### config.mk
export PLATFORM = sky130hd
export DESIGN_NAME = player_motion_ctl
export DESIGN_NICKNAME = d
export VERILOG_FILES = /design/src/rtl/player_motion_ctl.sv
export SDC_FILE = /design/constraint.sdc
export NUM_CORES = 1
export LEC_CHECK = 0
export ABC_AREA = 1
export BUFFER_PORTS_ARGS = -buffer_cell sky130_fd_sc_hd__clkbuf_2
export CAP_MARGIN = 25
export CORE_UTILIZATION = 53
export CTS_CLUSTER_DIAMETER = 200
export DETAILED_ROUTE_END_ITERATION = 10
export GPL_TIMING_DRIVEN = 1
export PLACE_DENSITY = 0.85
export SLEW_MARGIN = 10
export SYNTH_ARGS = -nofsm -noshare
export SYNTH_HDL_FRONTEND = slang
export SYNTH_SLANG_ARGS = --single-unit
### constraint.sdc
create_clock -name clk -period 1.9 [get_ports clk]
set_input_delay 0.095 -clock clk [delete_from_list [all_inputs] [get_ports clk]]
set_output_delay 0.095 -clock clk [all_outputs]
set_load 0.01 [all_outputs]
### src/rtl/player_motion_ctl.sv
// Player sprite motion controller: once per frame (vsync rising edge) it updates position, facing and jump state.
// Optional macro PLAYER_WRAP_EN: horizontal screen wrap instead of edge clamping.
module player_motion_ctl #(
  parameter int unsigned RECT_WIDTH = 48,
  parameter int unsigned SCREEN_W   = 640,
  parameter int unsigned X_INIT     = 296,
  parameter int unsigned FLOOR_Y    = 400,
  parameter int unsigned H_SPEED    = 2,
  parameter int unsigned JUMP_V0    = 12,
  parameter int unsigned GRAVITY    = 1,
  parameter int unsigned V_MAX      = 12
) (
  input  logic       clk,
  input  logic       rst,
  input  logic       vsync_in,
  input  logic       game_en,
  input  logic       btn_left,
  input  logic       btn_right,
  input  logic       btn_jump,
  output logic [9:0] xpos,
  output logic [9:0] ypos,
  output logic       mirror,
  output logic       module_en,
  output logic       airborne,
  output logic       frame_tick
);

  localparam int unsigned PW = 10;
  localparam int unsigned AW = 11;
  localparam int unsigned VW = 8;

  typedef enum logic [1:0] {IDLE, GROUND, AIR} state_t;

  state_t               state;
  logic                 vsync_d;
  logic signed [VW-1:0] vy;

  logic                 tick_c;
  logic signed [AW-1:0] x_left_c;
  logic signed [AW-1:0] x_right_c;
  logic signed [AW-1:0] y_nxt_c;
  logic signed [VW-1:0] vy_inc_c;
  logic signed [VW-1:0] vy_grav_c;
  logic [PW-1:0]        x_nxt_c;
  logic                 mirror_nxt_c;

  // Next-frame candidates for horizontal and vertical motion
  always_comb begin
    tick_c       = vsync_in & ~vsync_d;
    x_left_c     = $signed({1'b0, xpos}) - $signed(AW'(H_SPEED));
    x_right_c    = $signed({1'b0, xpos}) + $signed(AW'(H_SPEED));
    y_nxt_c      = $signed({1'b0, ypos}) + $signed({{(AW-VW){vy[VW-1]}}, vy});
    vy_inc_c     = vy + $signed(VW'(GRAVITY));
    vy_grav_c    = vy_inc_c;
    x_nxt_c      = xpos;
    mirror_nxt_c = mirror;

    if (vy_inc_c > $signed(VW'(V_MAX))) begin
      vy_grav_c = $signed(VW'(V_MAX));
    end

    if (btn_left && !btn_right) begin
      mirror_nxt_c = 1'b1;
      if (x_left_c[AW-1]) begin
`ifdef PLAYER_WRAP_EN
        x_nxt_c = PW'(x_left_c + $signed(AW'(SCREEN_W)));
`else
        x_nxt_c = '0;
`endif
      end else begin
        x_nxt_c = PW'(x_left_c);
      end
    end else if (btn_right && !btn_left) begin
      mirror_nxt_c = 1'b0;
`ifdef PLAYER_WRAP_EN
      if (x_right_c >= $signed(AW'(SCREEN_W))) begin
        x_nxt_c = PW'(x_right_c - $signed(AW'(SCREEN_W)));
      end else begin
        x_nxt_c = PW'(x_right_c);
      end
`else
      if (x_right_c > $signed(AW'(SCREEN_W - RECT_WIDTH))) begin
        x_nxt_c = PW'(SCREEN_W - RECT_WIDTH);
      end else begin
        x_nxt_c = PW'(x_right_c);
      end
`endif
    end
  end

  // Frame-rate state machine; game_en low overrides everything, even mid-frame
  always_ff @(posedge clk) begin
    if (rst) begin
      state      <= IDLE;
      vsync_d    <= 1'b1;
      vy         <= '0;
      xpos       <= PW'(X_INIT);
      ypos       <= PW'(FLOOR_Y);
      mirror     <= 1'b0;
      module_en  <= 1'b0;
      airborne   <= 1'b0;
      frame_tick <= 1'b0;
    end else begin
      vsync_d    <= vsync_in;
      frame_tick <= tick_c;
      if (!game_en) begin
        state     <= IDLE;
        vy        <= '0;
        xpos      <= PW'(X_INIT);
        ypos      <= PW'(FLOOR_Y);
        mirror    <= 1'b0;
        module_en <= 1'b0;
        airborne  <= 1'b0;
      end else if (tick_c) begin
        case (state)
          IDLE: begin
            state     <= GROUND;
            module_en <= 1'b1;
          end
          GROUND: begin
            xpos   <= x_nxt_c;
            mirror <= mirror_nxt_c;
            if (btn_jump) begin
              vy       <= -$signed(VW'(JUMP_V0));
              state    <= AIR;
              airborne <= 1'b1;
            end
          end
          AIR: begin
            xpos   <= x_nxt_c;
            mirror <= mirror_nxt_c;
            if (y_nxt_c >= $signed(AW'(FLOOR_Y))) begin
              ypos     <= PW'(FLOOR_Y);
              vy       <= '0;
              state    <= GROUND;
              airborne <= 1'b0;
            end else if (y_nxt_c[AW-1]) begin
              ypos <= '0;
              vy   <= '0;
            end else begin
              ypos <= PW'(y_nxt_c);
              vy   <= vy_grav_c;
            end
          end
          default: state <= IDLE;
        endcase
      end
    end
  end

endmodule

==> impl_metrics.csv, run 1 <==
group,metric,value,unit
power,power_leakage,1.67,nW
sta,min_period,2.08,ns
die,dieArea,0.00527,mm2
placed_design,numPortBuffers,29,
cells_and_area,diodes,0,
cts,cts_tree,"built",
cts,clk_latency,0.30,ns
status,status,"complete, but fails checks",
worst_setup_path,r2r-end,"vy[1]$_SDFFE_PP0P_",
cells_and_area,areaGrowthSynthToFinish,33.7,%
run,maxCapViolations,0,
worst_setup_path,r2r-start,"ypos[0]$_SDFFE_PP0P_",
global_routing,grt_max_degree,19,
cells_and_area,final_nets,501,
synth,syn_inst,403,
global_routing,track_usage,28.8,%
cts,cts_htree_levels,2,
die,initial_utilization,55.6,%
power,powerDensity,425,mW/mm2
sta,fmax,481,MHz
cts,cts_made_buffers,5,
cts,clkSlewWorstSetupHoldPaths,0.08,ns
worst_setup_path,crit_arrival,2.30,ns
die,core-area,0.00475,mm2
worst_setup_path,r2r_cells,12,
cells_and_area,drive_gt1_share,32.8,%
synth,synth_seq_area_share,25.8,%
sta,timing.final.ws_setup,-0.179,ns
route,drt_iter0_drc,146,
global_routing,grt_pass1_vias,2700,
route,vias_per_cell,5.44,
route,dr.pass1.iters,5,
cts,clock_path_buffers,2,
min_path,min_path_type,"input pin to flip-flop",
route,wirelength,7.82,mm
route,drc_errors,0,
sta,timing.final.max_slew_violations,0,
worst_setup_path,critical_path.max_fanout,5,
power,ir_drop,365,uV
placed_design,placed_area,0.00311,mm2
global_routing,antenna_found_initial,0,
die,io_pins,31,
cells_and_area,stdcell_area,0.00353,mm2
die,row_count,25,
synth,ys_warn_count,0,
synth,synthesis.area,0.00264,mm2
worst_setup_path,crit_type,"flip-flop to flip-flop",
worst_setup_path,r2r_setup_slack,-0.18,ns
worst_setup_path,required,2.12,ns
sta,finalSetupViolCount,20,
placed_design,place_congestion,0.934,
min_path,hold-path-cell-count,5,
sta,hold_violations,0,
sta,finalClockSkew,0.00706,ns
synth,ys_ff_latch,34,
power,total_power,1.50,mW
worst_setup_path,start_kind,"flip-flop",
cts,root_buffer,"clkbuf_8",
sta,period_share,109,%
synth,yosysUniqueCellTypes,38,
synth,avgSynthCellArea,6.55,um2
die,die_height,72.6,um
synth,synth_nets,429,
sta,rsz0062_at_grt,"yes",
min_path,hp-start,"btn_jump",
placed_design,place_hpwl,5.19,mm
route,routedWlPerCell,14.4,um
sta,tns,-2.12,ns
route,ant_nets,0,
route,dr_total_vias,2952,
cts,cts_sinks,34,
global_routing,grt_pass1_wl,11.7,mm
status,violations,"negative setup slack",
die,chipWidth,72.6,um
min_path,holdPathEnd,"state[1]$_SDFFE_PP0P_",
global_routing,gr-total-overflow,0,
worst_setup_path,critPathCaptureType,"flip-flop",
==> power by group <==
| part | switching (mW) | internal, mW | total, mW |
|---|---|---|---|
| clock | 0.301 | 0.390 | 0.692 |
| sequential | 0.00334 | 0.716 | 0.719 |
| combinational | 0.0572 | 0.0320 | 0.0893 |
| total | 0.362 | 1.14 | 1.50 |
==> cells in the final DEF (no fill, tap or decap), types with 2 or more instances in the layout <==
cell type      Yosys  routed
clkbuf_2           0      29
dlygate4sd3_1      0       2
a21oi_1           33      27
clkbuf_8           0       5
o21ai_1            2       3
o21ai_2            1       2
dfxtp_2            0      13
clkinvlp_4         0       2
a21oi_2            1       7
ha_4               0       7
nor2_1            29      24
nand2_4            2       3
nand2_1           94      89
nand2_2            1       5
xor2_1            19      19
o21ai_0           14      12
nand3_1           39      28
nor2_2             5      10
nand4_1            5       5
o22ai_1            2       2
inv_1             63      58
nand3_2            2      12
inv_2              2       6
nand3b_1           6       6
dfxtp_1           34      21
nor3_1             7       6
nor3_2             1       2
ha_1              18      11
buf_4              1      41
==> how the worst max path moves through the flow <==
stage | start | to | slack, ns | cells past startpoint
2_1_floorplan | ypos[0]$_SDFFE_PP0P_ | ypos[5]$_SDFFE_PP0P_ | -0.003 | 11
3_3_place_gp | vy[4]$_SDFFE_PP0P_ | ypos[3]$_SDFFE_PP0P_ | -0.04 | 14
3_5_place_dp | ypos[0]$_SDFFE_PP0P_ | ypos[3]$_SDFFE_PP0P_ | -0.15 | 11
4_1_cts | ypos[0]$_SDFFE_PP0P_ | ypos[3]$_SDFFE_PP0P_ | -0.13 | 11
5_1_grt | ypos[0]$_SDFFE_PP0P_ | ypos[0]$_SDFFE_PP0P_ | -0.24 | 11
6_report | ypos[0]$_SDFFE_PP0P_ | vy[1]$_SDFFE_PP0P_ | -0.18 | 12
==> logic make-up (layout without fill, tap and decap cells) <==
| kind of cell | count (synthesis) | in the layout | share of synthesized area (%) |
|---|---|---|---|
| compound gates | 58 | 58 | 12.3 |
| fa+ha+maj | 19 | 19 | 9.28 |
| flops | 34 | 34 | 25.8 |
| buf+inv | 75 | 147 | 11.0 |
| xor+xnor | 21 | 21 | 6.96 |
| simple gates | 195 | 196 | 34.6 |
| other cells | 1 | 1 | 0.142 |
==> cells in the mapped netlist (all sizes together) <==
master / number / area [um2]
o221ai: 1 / 8.76
o22ai: 2 / 12.5
ha: 18 / 225
nor2: 35 / 160
dfxtp: 34 / 681
or2: 1 / 6.26
a21oi: 35 / 190
a22oi: 1 / 7.51
o211ai: 1 / 7.51
nand4: 6 / 43.8
nand2: 97 / 382
nand3: 41 / 215
xnor2: 2 / 17.5
nand3b: 6 / 45.0
o21ai: 17 / 88.8
fa: 1 / 20.0
xor2: 19 / 166
conb: 1 / 3.75
clkinv: 1 / 3.75
nor3: 9 / 61.3
o311ai: 1 / 8.76
buf: 5 / 27.5
clkbuf: 4 / 15.0
inv: 65 / 244
==> metrics by stage <==
stage          setup WS [ns]  instances  utilization, %  hold WS, ns
3_3_place_gp         -0.0398        526            65.4        0.272
3_5_place_dp          -0.151        526            65.4        0.294
5_1_grt               -0.240        543            74.3        0.297
4_1_cts               -0.132        539            70.8        0.258
6_report              -0.179        543            74.3        0.276
2_1_floorplan       -0.00319        403               -        0.167
==> critical path, cell delays in order, from the launching register on <==
cell and delay [ns]:
dfxtp_2 0.34, ha_4 0.16, fa_2 0.36, buf_6 0.14, nand2_4 0.06, nand4_1 0.08, nand2_1 0.11, nand3_2 0.11
nand3_2 0.10, nand2_4 0.10, nor2_4 0.21, nand3b_1 0.10, a21oi_1 0.15
==> registers in the layout, indices dropped and copies added (netlist names) <==
name	flops
module_en	1
xpos	9
vy	8
ypos	10
vsync_d	1
airborne	1
frame_tick	1
mirror	1
state	2
==> metal layers <==
metal / GRT usage [%] / routed length, um / up-vias / part of all wire [%]
met3: 7.04 / 407 / 17 / 5.2
met2: 52.3 / 4190 / 100 / 54
met1: 33.0 / 3040 / 1400 / 39
met5: 0 / 0 / - / 0
li1: - / - / 1435 / -
met4: 9.37 / 184 / 0 / 2.4
==> final cells by class <==
type	count	area (um2)
clock inverter	3	45.0
sequential	34	697
clock buffer	5	68.8
timing repair buffer	73	484
fill	370	1220
inverter	66	250
multi-input combinational	295	1900
tap	67	83.8
==> what timing repair did <==
| item | 4_1_cts | 5_1_grt |
|---|---|---|
| buffers inserted | 2 | 4 |
| pin swaps | 22 | 24 |
| endpoints found under the setup margin | 19 | 28 |
| hold buffers | 2 | 0 |
| hold endpoints to repair | 2 | 0 |
| cloned | 1 | 0 |
| resized for setup | 21 | 41 |
Note: power is estimated with default switching activity, not from simulation.
==> inputs of run 2 (changes only) <==
--- a/config.mk
+++ b/config.mk
@@ -13,6 +13,7 @@
 export DETAILED_ROUTE_END_ITERATION = 10
 export GPL_TIMING_DRIVEN = 1
 export PLACE_DENSITY = 0.85
+export RECOVER_POWER = 50
 export SLEW_MARGIN = 10
 export SYNTH_ARGS = -nofsm -noshare
 export SYNTH_HDL_FRONTEND = slang
==> run 2 against run 1 <==
Compared with the run above:
- the run still ends with negative setup slack left
- critical path depth is the same
- via count shrank 0.37%
- cell count is the same
- hold slack lost 0.0035 ns
- combinational power shrank 1%
- total power shrank 0.16%
- setup slack is essentially flat
- cell area shrank 0.39%
- count of clock-buffer cells in the layout is the same
- critical path type unchanged
- highest routed layer unchanged
==> impl_metrics.csv, run 2 (synthesis gave the netlist of run 1 again) <==
group,metric,value,unit
sta,hold_violations,0,
cells_and_area,largest_reg_flops,10,
placed_design,numPortBuffers,29,
route,top_layer,"met4",
cts,root_buffer,"clkbuf_8",
cells_and_area,final_common_cell,"nand2_1",
cts,clkSlewWorstSetupHoldPaths,0.08,ns
power,ir_drop,363,uV
route,wirelength,7.82,mm
route,wl_met3,403,um
worst_setup_path,critical_path.max_fanout,5,
status,violations,"negative setup slack",
worst_setup_path,r2r_cells,12,
worst_setup_path,crit_type,"flip-flop to flip-flop",
cells_and_area,multi_input_area,0.00190,mm2
cells_and_area,final_nets,501,
power,powerDensity,426,mW/mm2
sta,timing.final.ws_setup,-0.179,ns
cts,clock_path_buffers,2,
route,drc_errors,0,
route,vias_per_cell,5.42,
die,io_pins,31,
cells_and_area,postLayoutCoreUtil,74.0,%
sta,min_period,2.08,ns
sta,period_share,109,%
die,row_count,25,
die,chipWidth,72.6,um
sta,finalClockSkew,0.00615,ns
cells_and_area,final.fill_count,374,
worst_setup_path,start_kind,"flip-flop",
status,status,"complete, but fails checks",
cells_and_area,areaGrowthSynthToFinish,33.2,%
global_routing,grt_max_degree,19,
min_path,min_path_type,"input pin to flip-flop",
cts,cts_tree,"built",
global_routing,grt_pass1_wl,11.7,mm
placed_design,place_congestion,0.934,
cts,cts_made_buffers,5,
cells_and_area,seq_area,694,um2
cells_and_area,regMostFlops,"ypos",
route,wl_met1,3.03,mm
route,drt_iter0_drc,175,
cts,cts_htree_levels,2,
worst_setup_path,critPathCaptureType,"flip-flop",
sta,rsz0062_at_grt,"yes",
min_path,hold-path-cell-count,5,
cells_and_area,fin_cells,543,
route,ant_nets,0,
global_routing,track_usage,28.8,%
cells_and_area,diodes,0,
placed_design,place_hpwl,5.19,mm
power,power_leakage,1.64,nW
die,initial_utilization,55.6,%
cts,clk_latency,0.30,ns
worst_setup_path,crit_arrival,2.30,ns
sta,timing.final.max_slew_violations,0,
global_routing,gr-total-overflow,0,
global_routing,antenna_found_initial,0,
die,die_height,72.6,um
route,routed-wl-met2,4.20,mm
cells_and_area,top_regs,"ypos (10), xpos (9), vy (8)",
route,routedWlPerCell,14.4,um
die,dieArea,0.00527,mm2
cts,cts_sinks,34,
route,dr_total_vias,2941,
cells_and_area,final_cell_mix,"nand2_1, inv_1, buf_4",
die,core-area,0.00475,mm2
global_routing,grt_pass1_vias,2700,
worst_setup_path,required,2.12,ns
cells_and_area,drive_gt1_share,30.7,%
route,dr.pass1.iters,5,
sta,fmax,481,MHz
sta,finalSetupViolCount,20,
run,maxCapViolations,0,
placed_design,place_inst,526,
[run 2: changes by cell type in the layout (fill, tap and decap cells not counted)]
cell | previous run | this run
dfxtp_2 | 13 | 11
clkbuf_2 | 29 | 22
nor2_2 | 10 | 9
dfxtp_1 | 21 | 23
nor2_1 | 24 | 25
clkbuf_1 | 0 | 7
[run 2: stage by stage]
step | instance area (um2) | hold WS (ns) | setup TNS [ns] | power [mW] | worst slack (ns)
floorplan | 2650 | 0.167 | -0.0110 | 0.788 | -0.00319
global route | 3520 | 0.297 | -4.04 | 1.54 | -0.240
finish | 3520 | 0.273 | -2.12 | 1.50 | -0.179
CTS | 3360 | 0.258 | -1.73 | 1.50 | -0.132
detailed placement | 3110 | 0.294 | -1.57 | 0.813 | -0.151
global placement | 3110 | 0.272 | -0.426 | 0.810 | -0.0398
[run 2: power by group]
part           internal, mW  switching, mW  leakage (nW)
sequential            0.716        0.00314         0.280
combinational        0.0313         0.0570          1.31
clock                 0.390          0.300        0.0504
[run 2: layout make-up]
class                      count  area share, %
sequential                    34           19.7
clock inverter                 3           1.28
clock buffer                   5           1.96
tap                           67           2.38
multi-input combinational    295           54.0
inverter                      66           7.11
timing repair buffer          73           13.5
[run 2: critical path, stage by stage, from the launching register on]
cell      delay, ns
dfxtp_2        0.34
ha_4           0.16
fa_2           0.36
buf_6          0.14
nand2_4        0.06
nand4_1        0.08
nand2_1        0.12
nand3_2        0.11
nand3_2        0.10
nand2_4        0.10
nor2_4         0.21
nand3b_1       0.10
a21oi_1        0.15
[run 2: worst paths after layout]
kind                          startpoint                endpoint  slack [ns]
setup reg to reg    ypos[0]$_SDFFE_PP0P_      vy[1]$_SDFFE_PP0P_       -0.18
hold reg to reg   module_en$_SDFFE_PP0P_  module_en$_SDFFE_PP0P_        0.45
setup / recovery    ypos[0]$_SDFFE_PP0P_      vy[1]$_SDFFE_PP0P_       -0.18
hold / removal                  btn_jump   state[1]$_SDFFE_PP0P_        0.27
[run 2: timing repair]
| action | 4_1_cts | 5_1_grt |
|---|---|---|
| pin swaps | 22 | 24 |
| setup buffers | 2 | 4 |
| endpoints found under the hold margin | 2 | 0 |
| resized for setup | 21 | 41 |
| gates cloned | 1 | 0 |
| setup endpoints to repair | 19 | 28 |
| hold buffers | 2 | 0 |
[run 2: per-layer routing]
metal  GRT usage (%)  vias up
met2            52.3       98
met3            7.04       17
met1            33.0     1389
li1                -     1437
met5               0        -
met4            9.37        0
==> inputs of run 3 (changes only) <==
--- a/config.mk
+++ b/config.mk
@@ -8,11 +8,12 @@
 export ABC_AREA = 1
 export BUFFER_PORTS_ARGS = -buffer_cell sky130_fd_sc_hd__clkbuf_2
 export CAP_MARGIN = 25
-export CORE_UTILIZATION = 53
+export CORE_MARGIN = 2
+export CORE_UTILIZATION = 25
 export CTS_CLUSTER_DIAMETER = 200
 export DETAILED_ROUTE_END_ITERATION = 10
 export GPL_TIMING_DRIVEN = 1
-export PLACE_DENSITY = 0.85
+export PLACE_DENSITY = 0.51
 export RECOVER_POWER = 50
 export SLEW_MARGIN = 10
 export SYNTH_ARGS = -nofsm -noshare
==> run 3 against run 2 <==
Compared with the run above:
- the flow still finishes with violations (negative setup slack)
- die area rose by 120%
- register-to-register slack gained 0.04 ns
- sequential share of layout area decreased by 0.78 points
- clock skew decreased by 0.00082 ns
- global-route usage fell by 16 points
- setup slack improved by 0.042 ns
- non-clock buffer count is 9 higher
- maximum frequency rose by 2.1%
- hold slack lost 0.27 ns
- sequential cell count is the same
- highest routed layer unchanged
==> impl_metrics.csv, run 3 (synthesis gave the netlist of run 1 again) <==
group,metric,value,unit
status,status,"complete, but fails checks",
status,violations,"negative setup slack",
placed_design,place_congestion,0.866,
min_path,hp-start,"vsync_in",
route,drc_errors,0,
worst_setup_path,crit_type,"flip-flop to flip-flop",
die,io_pins,31,
cells_and_area,largest_reg_flops,10,
cells_and_area,stdcell_area,0.00364,mm2
global_routing,grt_pass1_vias,2638,
cts,clkSlewWorstSetupHoldPaths,0.07,ns
sta,timing.final.ws_setup,-0.137,ns
route,dr_total_vias,2780,
worst_setup_path,crit_end,"vy[3]$_SDFFE_PP0P_",
worst_setup_path,critPathCaptureType,"flip-flop",
cts,clock_path_buffers,2,
sta,relSlewSlack,33.8,%
worst_setup_path,critPathLaunch,"ypos[0]$_SDFFE_PP0P_",
sta,finalSetupViolCount,20,
die,initial_utilization,25.7,%
worst_setup_path,r2r-start,"ypos[0]$_SDFFE_PP0P_",
cells_and_area,postLayoutCoreUtil,35.4,%
global_routing,busiest_layer,"met2",
sta,timing.final.max_slew_violations,0,
worst_setup_path,r2r_setup_slack,-0.14,ns
die,dieArea,0.0114,mm2
global_routing,grt_max_degree,19,
cells_and_area,final_cell_mix,"nand2_1, inv_1, buf_4",
placed_design,numPortBuffers,29,
cts,cts_htree_levels,2,
cts,cts_tree,"built",
cells_and_area,top_regs,"ypos (10), xpos (9), vy (8)",
sta,min_period,2.04,ns
worst_setup_path,required,2.10,ns
min_path,min_path_type,"input pin to flip-flop",
cells_and_area,final.fill_count,1123,
sta,finalClockSkew,0.00532,ns
route,wirelength,7.41,mm
route,routedWlPerCell,12.0,um
placed_design,place_hpwl,5.67,mm
placed_design,place_inst,604,
cts,root_buffer,"clkbuf_8",
cells_and_area,drive_gt1_share,30.8,%
cells_and_area,fin_cells,619,
cells_and_area,areaGrowthSynthToFinish,37.7,%
worst_setup_path,start_kind,"flip-flop",
worst_setup_path,crit_top_cell,"nand3_2",
worst_setup_path,max_stage_delay,0.38,ns
cells_and_area,final_common_cell,"nand2_1",
power,ir_drop,199,uV
cts,clk_latency,0.28,ns
global_routing,antenna_found_initial,0,
cts,cts_sinks,34,
sta,period_share,107,%
cts,cts_made_buffers,5,
route,dr.pass1.iters,4,
route,vias_per_cell,4.49,
worst_setup_path,r2r_cells,11,
die,core-area,0.0103,mm2
global_routing,gr-total-overflow,0,
die,row_count,37,
cells_and_area,final_nets,510,
sta,hold_slack,0.00322,ns
worst_setup_path,crit_arrival,2.24,ns
global_routing,track_usage,13.1,%
cells_and_area,diodes,0,
global_routing,met2_usage,22.7,%
sta,worst_slew_pin_slew,0.993,ns
die,die_height,107,um
cells_and_area,regMostFlops,"ypos",
global_routing,grt_pass1_wl,12.1,mm
worst_setup_path,critical_path.max_fanout,6,
global_routing,use_met3,2.43,%
route,drt_iter0_drc,105,
sta,hold_violations,0,
run,maxCapViolations,0,
placed_design,placed_area,0.00326,mm2
worst_setup_path,crit_chain,"ha_4, fa_2, nand3_2, nand3_4, xnor2_2, nand3_2, nand3_2, nand2_4, nor2_4, nand3_1, a21oi_1",
power,powerDensity,368,mW/mm2
sta,fmax,491,MHz
route,ant_nets,0,
worst_setup_path,worst_path_max_delay_cell,"fa_2",
die,chipWidth,107,um
worst_setup_path,r2r-end,"vy[3]$_SDFFE_PP0P_",
global_routing,grt_use_met1,16.8,%
power,power_leakage,1.66,nW
sta,rsz0062_at_grt,"yes",
==> run 3: timing repair <==
item | CTS | global route
resized for setup | 21 | 41
pin swaps | 9 | 10
hold endpoints to repair | 1 | 0
gates cloned | 1 | 0
endpoints found under the setup margin | 20 | 29
hold buffers | 1 | 0
setup buffers | 4 | 3
==> run 3: area by class of cell <==
cell class	count	area, um2	area share, %
clock buffer	6	82.6	2.27
tap	136	170	4.68
multi-input combinational	295	1920	52.9
inverter	66	248	6.81
timing repair buffer	82	523	14.4
sequential	34	689	19.0
==> run 3: per-layer routing <==
layer	up-vias	share of wire [%]
li1	1454	-
met5	-	0
met2	38	48
met1	1277	48
met3	11	2.8
met4	0	1.4
==> run 3: through the flow <==
step	setup TNS, ns	worst slack, ns	power (mW)
CTS	-2.12	-0.133	1.37
detailed placement	-2.39	-0.194	0.818
finish	-1.87	-0.137	1.34
global placement	-1.90	-0.146	0.817
floorplan	-0.0110	-0.00319	0.788
global route	-4.28	-0.240	1.40
==> run 3: worst max-delay path: cells and delay by family (launching register included) <==
family | cells | cell delay (ns)
DFF | 1 | 0.34
xor gates and xnor gates | 1 | 0.17
and+or+nand+nor | 7 | 0.80
AOI/OAI and AO/OA | 1 | 0.12
adders and majority gates | 2 | 0.54
==> run 3: worst min-delay path by stage <==
stage                            end  cells past startpoint
6_report          vsync_d$_SDFF_PP1_                      3
5_1_grt           vsync_d$_SDFF_PP1_                      3
4_1_cts           vsync_d$_SDFF_PP1_                      3
3_5_place_dp   frame_tick$_SDFF_PP0_                      2
3_3_place_gp   frame_tick$_SDFF_PP0_                      2
2_1_floorplan  frame_tick$_SDFF_PP0_                      1
==> run 3: power by group <==
part           internal, mW  total (mW)  switching [mW]
sequential            0.717       0.719         0.00280
clock                 0.279       0.532           0.252
combinational        0.0311      0.0872          0.0561
